==> src/rtl/mod_instr_fetch.sv <==
// Instruction fetch: PC owner, in-order imem requests, buffered {instr, pc} to decode; FETCH_MISALIGN_TRAP_EN adds the misaligned-redirect trap.
// Latency: rvalid -> instr_valid_o one cycle (FIFO head is a register); first request two cycles after reset release.
// Backpressure: requests stop once in-flight plus buffered words would exceed FIFO_DEPTH; decode stalls hold the head.
`ifndef XLEN
`define XLEN 32
`endif

module mod_instr_fetch_fifo #(
  parameter int W     = 64,
  parameter int DEPTH = 2
) (
  input  logic                   clk_i,
  input  logic                   rst_i,
  input  logic                   flush_i,
  input  logic                   push_vld,
  input  logic [W-1:0]           push_dat,
  input  logic                   pop_rdy,
  output logic [W-1:0]           pop_dat,
  output logic [$clog2(DEPTH):0] count
);
  localparam int AW = $clog2(DEPTH);

  logic [W-1:0]  mem [DEPTH];
  logic [AW-1:0] wr_ptr;
  logic [AW-1:0] rd_ptr;
  logic          full;
  logic          do_pop;

  assign full    = (count == (AW+1)'(DEPTH));
  assign do_pop  = pop_rdy && (count != '0);
  assign pop_dat = mem[rd_ptr];

  always_ff @(posedge clk_i or posedge rst_i) begin
    if (rst_i) begin
      wr_ptr <= '0;
      rd_ptr <= '0;
      count  <= '0;
      for (int i = 0; i < DEPTH; i++) mem[i] <= '0;
    end else if (flush_i) begin
      wr_ptr <= '0;
      rd_ptr <= '0;
      count  <= '0;
    end else begin
      if (push_vld) begin
        mem[wr_ptr] <= push_dat;
        wr_ptr      <= wr_ptr + AW'(1);
      end
      if (do_pop) rd_ptr <= rd_ptr + AW'(1);
      count <= count + (AW+1)'(push_vld) - (AW+1)'(do_pop);
    end
  end

  // A full FIFO may only accept a word in the same cycle it releases one.
  no_overflow: assert property (@(posedge clk_i) disable iff (rst_i || flush_i)
    !(push_vld && full && !do_pop));
endmodule

module mod_instr_fetch #(
  parameter logic [`XLEN-1:0] RESET_PC   = '0,
  parameter int               FIFO_DEPTH = 2
) (
  input  logic             clk_i,
  input  logic             rst_i,
  output logic             imem_req_o,
  output logic [`XLEN-1:0] imem_addr_o,
  input  logic             imem_gnt_i,
  input  logic             imem_rvalid_i,
  input  logic [`XLEN-1:0] imem_rdata_i,
  input  logic             redirect_i,
  input  logic [`XLEN-1:0] redirect_pc_i,
  output logic             instr_valid_o,
  input  logic             instr_ready_i,
  output logic [`XLEN-1:0] instr_o,
  output logic [`XLEN-1:0] instr_pc_o,
  output logic             misalign_o
);
  localparam int XLEN = `XLEN;
  localparam int CW   = $clog2(FIFO_DEPTH) + 1;

  typedef enum logic [1:0] {S_BOOT, S_FETCH, S_HALT} state_t;

  state_t          state_q, state_d;
  logic [XLEN-1:0] pc_q, pc_d;
  logic [CW-1:0]   discard_q, discard_d;
  logic            misalign_q, misalign_d;

  logic            grant;
  logic            drop;
  logic            push;
  logic            pop;
  logic [CW-1:0]   outstanding;
  logic [CW-1:0]   outstanding_next;
  logic [CW-1:0]   fifo_count;
  logic [CW:0]     credit_used;
  logic            credit_ok;
  logic [XLEN-1:0] rsp_pc;

  assign grant = imem_req_o && imem_gnt_i;
  assign drop  = imem_rvalid_i && (redirect_i || (discard_q != '0));
  assign push  = imem_rvalid_i && !drop;
  assign pop   = instr_valid_o && instr_ready_i;

  assign outstanding_next = outstanding + CW'(grant) - CW'(imem_rvalid_i);

  // Occupancy is taken net of this cycle's pop so a streaming decode sustains one word per cycle.
  assign credit_used = {1'b0, outstanding} + {1'b0, fifo_count} - (CW+1)'(pop);
  assign credit_ok   = credit_used < (CW+1)'(FIFO_DEPTH);

  // In-flight request PCs; responses return in order, so occupancy is the outstanding count.
  mod_instr_fetch_fifo #(.W(XLEN), .DEPTH(FIFO_DEPTH)) u_tag_fifo (
    .clk_i    (clk_i),
    .rst_i    (rst_i),
    .flush_i  (1'b0),
    .push_vld (grant),
    .push_dat (pc_q),
    .pop_rdy  (imem_rvalid_i),
    .pop_dat  (rsp_pc),
    .count    (outstanding)
  );

  mod_instr_fetch_fifo #(.W(2*XLEN), .DEPTH(FIFO_DEPTH)) u_instr_fifo (
    .clk_i    (clk_i),
    .rst_i    (rst_i),
    .flush_i  (redirect_i),
    .push_vld (push),
    .push_dat ({imem_rdata_i, rsp_pc}),
    .pop_rdy  (pop),
    .pop_dat  ({instr_o, instr_pc_o}),
    .count    (fifo_count)
  );

  assign instr_valid_o = (fifo_count != '0);
  assign imem_addr_o   = pc_q;
  assign misalign_o    = misalign_q;

  always_comb begin
    state_d    = state_q;
    pc_d       = pc_q;
    discard_d  = discard_q;
    misalign_d = misalign_q;
    imem_req_o = 1'b0;

    case (state_q)
      S_BOOT:  state_d = S_FETCH;
      S_FETCH: imem_req_o = !redirect_i && credit_ok;
      S_HALT:  imem_req_o = 1'b0;
      default: state_d = S_BOOT;
    endcase

    if (grant) pc_d = pc_q + XLEN'(4);
    if (imem_rvalid_i && (discard_q != '0)) discard_d = discard_q - CW'(1);

    if (redirect_i) begin
      pc_d      = redirect_pc_i & ~XLEN'(3);
      discard_d = outstanding_next;
`ifdef FETCH_MISALIGN_TRAP_EN
      if (redirect_pc_i[1:0] != 2'b00) begin
        state_d    = S_HALT;
        misalign_d = 1'b1;
      end else begin
        state_d    = S_FETCH;
        misalign_d = 1'b0;
      end
`else
      state_d = S_FETCH;
`endif
    end
  end

  always_ff @(posedge clk_i or posedge rst_i) begin
    if (rst_i) begin
      state_q    <= S_BOOT;
      pc_q       <= RESET_PC;
      discard_q  <= '0;
      misalign_q <= 1'b0;
    end else begin
      state_q    <= state_d;
      pc_q       <= pc_d;
      discard_q  <= discard_d;
      misalign_q <= misalign_d;
    end
  end
endmodule

==> config.mk <==
export PLATFORM = sky130hd
export DESIGN_NAME = mod_instr_fetch
export DESIGN_NICKNAME = d
export VERILOG_FILES = /design/src/rtl/mod_instr_fetch.sv
export SDC_FILE = /design/constraint.sdc
export NUM_CORES = 1
export LEC_CHECK = 0
export ABC_AREA = 1
export CAP_MARGIN = 25
export CORE_MARGIN = 3
export CORE_UTILIZATION = 30
export CTS_CLUSTER_DIAMETER = 50
export DETAILED_ROUTE_END_ITERATION = 8
export PLACE_DENSITY = 0.61
export SLEW_MARGIN = 20
export SYNTH_ARGS = -nofsm -noshare
export SYNTH_HDL_FRONTEND = slang
export SYNTH_HIERARCHICAL = 1
export SYNTH_SLANG_ARGS = --single-unit
==> constraint.sdc <==
create_clock -name clk_i -period 10.6 [get_ports clk_i]
set_input_delay 2.12 -clock clk_i [delete_from_list [all_inputs] [get_ports clk_i]]
set_output_delay 2.12 -clock clk_i [all_outputs]
set_load 0.005 [all_outputs]
Word level (Yosys, flattened, before mapping)
Cells that the tools add are included.
- register bits after elaboration: 236
- input port bits: 70
- output and inout port bits: 99
- logic and storage cells: 88
- $add $sub $neg: 13
- order comparisons: 7
- eq/ne operators: 3
- mux-type cells: 24
- bitwise gates (word level): 5
- reduce and logical (&&, ||, !) cells: 23
- operators with widths (operator ; count):
    $mux 64 ; 4
    $mux 32 ; 6
    $bwmux 128 ; 1
    $bwmux 64 ; 1
    $demux 64 s1 ; 1
    $add 32x3->32 const B ; 1
    $demux 32 s1 ; 1
    $reduce_bool 2->1 ; 7
    $logic_and 1x1->1 ; 10
    $ge 2x2->1 const B ; 4
    $mux 2 ; 4
    $not 1->2 ; 4
    $sub 2x1->2 ; 3
    $mux 1 ; 5
    $add 1x1->1 const B ; 4
    $add 2x1->2 ; 2
    $lt 2x1->1 const B ; 2
    $pmux 2 s2 ; 1
    $add 2x2->3 ; 1
    $lt 3x2->1 const B ; 1
    $sub 3x1->3 ; 1
    $eq 2x1->1 const B ; 1
    $eq 2x2->1 const B ; 1
    $logic_not 1->1 ; 2
    other kinds (7) ; 7

Depth between registers and ports, before layout
- depth after elaboration: 10
- mapped depth: 15
- gate-level depth less buffers: 12

Cells and area by module
The synthesis kept the hierarchy.
- by module, submodules not included (module ; instances ; cells an instance ; area each (sq um) ; seq. area each (sq um)):
    mod_instr_fetch_fifo at u_instr_fifo ; 1 ; 714 ; 6324.8 ; 3303.2
    mod_instr_fetch_fifo at u_tag_fifo ; 1 ; 372 ; 3261.9 ; 1701.6
    mod_instr_fetch ; 1 ; 417 ; 2707.6 ; 825.8

Least setup slack after synthesis
OpenSTA, ideal clock, no wires.
- path kind: in2out
- from: input instr_ready_i
- to: output imem_req_o
- arrival: 3.482 ns
- data required time: 8.480 ns
- path slack: 4.998 ns
- cell stages on the path: 6
- buffers on the path: 0
- path through: o21a_1 > ha_1 > or2_2 > fa_1 > nand3_1 > nor2_2
- word-level cells in the longest chain between the ends: 5
- ends and longest elaborated chain (element ; line ; source):
    start: declaration ; 72 ; input logic instr_ready_i,
    $logic_and 1x1->1 ; 101 ; assign pop = instr_valid_o && instr_ready_i;
    $sub 3x1->3 ; 106 ; assign credit_used = {1'b0, outstanding} + {1'b0, fifo_count} - (CW+1)'(pop);
    $lt 3x2->1 ; 107 ; assign credit_ok = credit_used < (CW+1)'(FIFO_DEPTH);
    $logic_and 1x1->1 ; 145 ; S_FETCH: imem_req_o = !redirect_i && credit_ok;
    $mux 1 ; 143 ; case (state_q)
    end: declaration ; 64 ; output logic imem_req_o,
Every way passes these cells.

Final worst setup path
- from: input instr_ready_i
- to: output imem_req_o
- word-level cells in the longest chain between the ends: 5
- ends and longest elaborated chain (element ; line ; source):
    $logic_and 1x1->1 ; 101 ;
    named net pop ; 90 ; logic pop;
    $sub 3x1->3 ; 106 ;
    $lt 3x2->1 ; 107 ;
    $logic_and 1x1->1 ; 145 ;
    $mux 1 ; 143 ;
The timed path passes the listed nets, and every way through them passes these cells.

==> reports/metrics.csv <==
metric,value,unit
status,completed,
Area Overhead vs Synth,23.3,%
Slew headroom,33.4,%
ANT cells,0,
first-pass GRT wire length,50.2,mm
fmax,0.148,GHz
hold slack final,0.479,ns
drt total wl,30.1,mm
clock latency on the worst-skew pair,0.56,ns
Synth top area share,47.4,%
Hold Crit Depth,2,
most frequent cells in the layout,"659 x nand2_1, 232 x dfrtp_1, 163 x clkdlybuf4s50_1",
# hold bufs at CTS,0,
vias per cell,4.42,
DRT Pass-1 Iters,5,
RSZ-0062 raised after global routing,false,
Routed WL per cell,13.8,microns
max_cap viols,0,
Cell Pwr Density,229,nW/um^2
Pleak,7.57,nW
clk buf depth,3,
initial cell density of the core,30.7,%
H-tree Lvls,1,
Ports,169,
maximum vdd drop,0.132,mV
clock tree root buffer cell,clkbuf_16,
clock skew,0.0154,ns
Netlist Area Pre-Place,12300,sq um
"delay-heaviest family, CP",buffers and inverters,
WP buf/inv,2,
Post-synth EDFFs,0,
Critical Path Max Stage Delay,0.54,ns
std cell rows,73,
number of port buffers,163,
GPL Wtd Cong,0.835,
critical path data required time,8.48,ns
DRT antenna net count,0,
Period minus WS final,6.77,ns
Fin Setup TNS,0,ns
final worst-path cycle share,63.9,%
number of global-route vias before repair,9521,
critical path class,input pin to primary output,
Synth Register Bits,233,
Slew @ Worst Pin,0.999,ns
"Primary FF master, synth",dfrtp_1,
Core Region,40100,sq um
GRT Overall Usage,13.8,%
CTS buffer count,30,
sequential element share of the synthesized area,47.4,%
Synth cell types,40,
drt initial violations,533,
routed via count,9664,
CTS Sinks,233,
layout net count,1720,
CP Cell Sequence,clkdlybuf4s50_1 > o21a_1 > ha_1 > or2_2 > fa_1 > nand3_1 > nor2_2 > clkdlybuf4s50_1,
Min-Delay Path Class,flip-flop to flip-flop,
largest net degree at the start of global routing,81,
crit end category,primary output,
Mapped Cells,1503,
Post-CTS Resized,0,
slowest CP cell,clkdlybuf4s50_1,
"Hold Violations, Final",0,
CTS tree,done,
critical path startpoint category,input pin,
Worst path most repeated cell,clkdlybuf4s50_1,
antenna violations before repair,0,
synth warn,6,
HPWL Detailed,19.7,mm
"most common cell after layout, fill and taps aside",nand2_1,
Synth area leaders,"dfrtp_1 47%, nand2_1 20%, o21ai_2 11%, inv_1 5.0%, buf_6 3.5%",
r2r worst-path depth,11,
die boundary width,208,microns
clock-pin slew on the worst setup and hold paths,0.06,ns
# setup viols final,0,
share of cells above drive strength 1,16.0,%
synthesized area per cell,8.18,sq um
chip height,208,microns
crit-path max FO,3,
largest area contributor in the netlist,dfrtp_1,
DRC,0,
"Async S/R FF share, synth",100,%
postcts setup bufs,0,
Worst path depth,8,
Final Max Slew Viols,0,
total gr overflow,0,
WP data arrival,4.65,ns
die area,43400,sq um
number of fill cells in the layout,4153,
## cell type report
type	instances	area (sq um)	area share [%]
Clock buffer	41	872	5.75
Clock inverter	13	208	1.37
Inverter	170	643	4.24
Multi-Input combinational cell	1030	5210	34.4
Sequential cell	233	5830	38.5
Tap cell	525	657	4.33
Timing Repair Buffer	174	1730	11.4
## power by group
group	leakage, nW	switching [W]	internal [W]
logic	3.97	0.000577	0.000502
clock network	0.528	0.000396	0.000675
registers	3.07	0.000173	0.00114
total	7.57	0.00115	0.00232
## routing by layer
| layer | global-route usage (%) | wire (microns) | vias up |
|---|---|---|---|
| li1 | - | - | 4918 |
| met1 | 19.8 | 14500 | 4481 |
| met2 | 21.4 | 13200 | 228 |
| met3 | 3.11 | 1810 | 37 |
| met4 | 2.58 | 555 | 0 |
| met5 | 0 | 0 | - |
## sequential cells by signal (all words and copies together) (netlist names)
register,count
discard_q,2
u_instr_fifo/wr_ptr,1
u_instr_fifo/count,2
u_tag_fifo/mem,64
u_instr_fifo/mem,128
u_tag_fifo/wr_ptr,1
u_instr_fifo/rd_ptr,1
u_tag_fifo/rd_ptr,1
u_tag_fifo/count,2
imem_addr_o,30
state_q,1
## logic make-up (layout without fill, tap and decap cells)
family,count (synthesis),in the layout,synth area share (%)
adders and majority gates,11,11,1.18
and+or+nand+nor,792,792,26.6
xor gates and xnor gates,15,15,1.13
AOI/OAI and AO/OA,203,203,13.2
DFF,233,233,47.4
other,2,9,0.0611
buffers and inverters,247,398,10.4
## worst paths after layout
kind	from	end	slack, ns
max	instr_ready_i	imem_req_o	3.83
min	u_instr_fifo/mem[15]	u_instr_fifo/mem[15]	0.48
max reg2reg	u_instr_fifo/count[1]	u_tag_fifo/mem[21]	5.90
min reg2reg	u_instr_fifo/mem[15]	u_instr_fifo/mem[15]	0.48
max in group asynchronous	rst_i	u_instr_fifo/mem[123]	7.15
min in group asynchronous	rst_i	u_instr_fifo/count[1]	2.13
## cell usage after synthesis, drive strengths merged, types with 2 or more instances
library cell	instances
nand4	4
nand3	65
xor2	9
nand3b	3
buf	68
o211ai	2
or2	4
o21ai	194
nor2	47
nand2	667
dfrtp	233
o21bai	2
conb	2
clkbuf	9
xnor2	6
a21oi	4
inv	170
ha	10
## tightest hold or removal path: stages (launching register included)
cell	delay [ns]
dfrtp_1	0.34
nand2_1	0.06
o21ai_2	0.05
## stage by stage
step / instance area (sq um) / worst slack, ns / utilization (%) / power [W] / cells
2_1_floorplan: 12300 / 4.95 / - / 0.00198 / 1510
3_3_place_gp: 14100 / 3.79 / 35.0 / 0.00239 / 2131
3_5_place_dp: 14100 / 3.74 / 35.0 / 0.00242 / 2131
4_1_cts: 15100 / 3.77 / 37.7 / 0.00352 / 2185
5_1_grt: 15200 / 3.69 / 37.8 / 0.00372 / 2186
6_report: 15200 / 3.83 / 37.8 / 0.00347 / 2186
(Power assumes the default switching activity.)
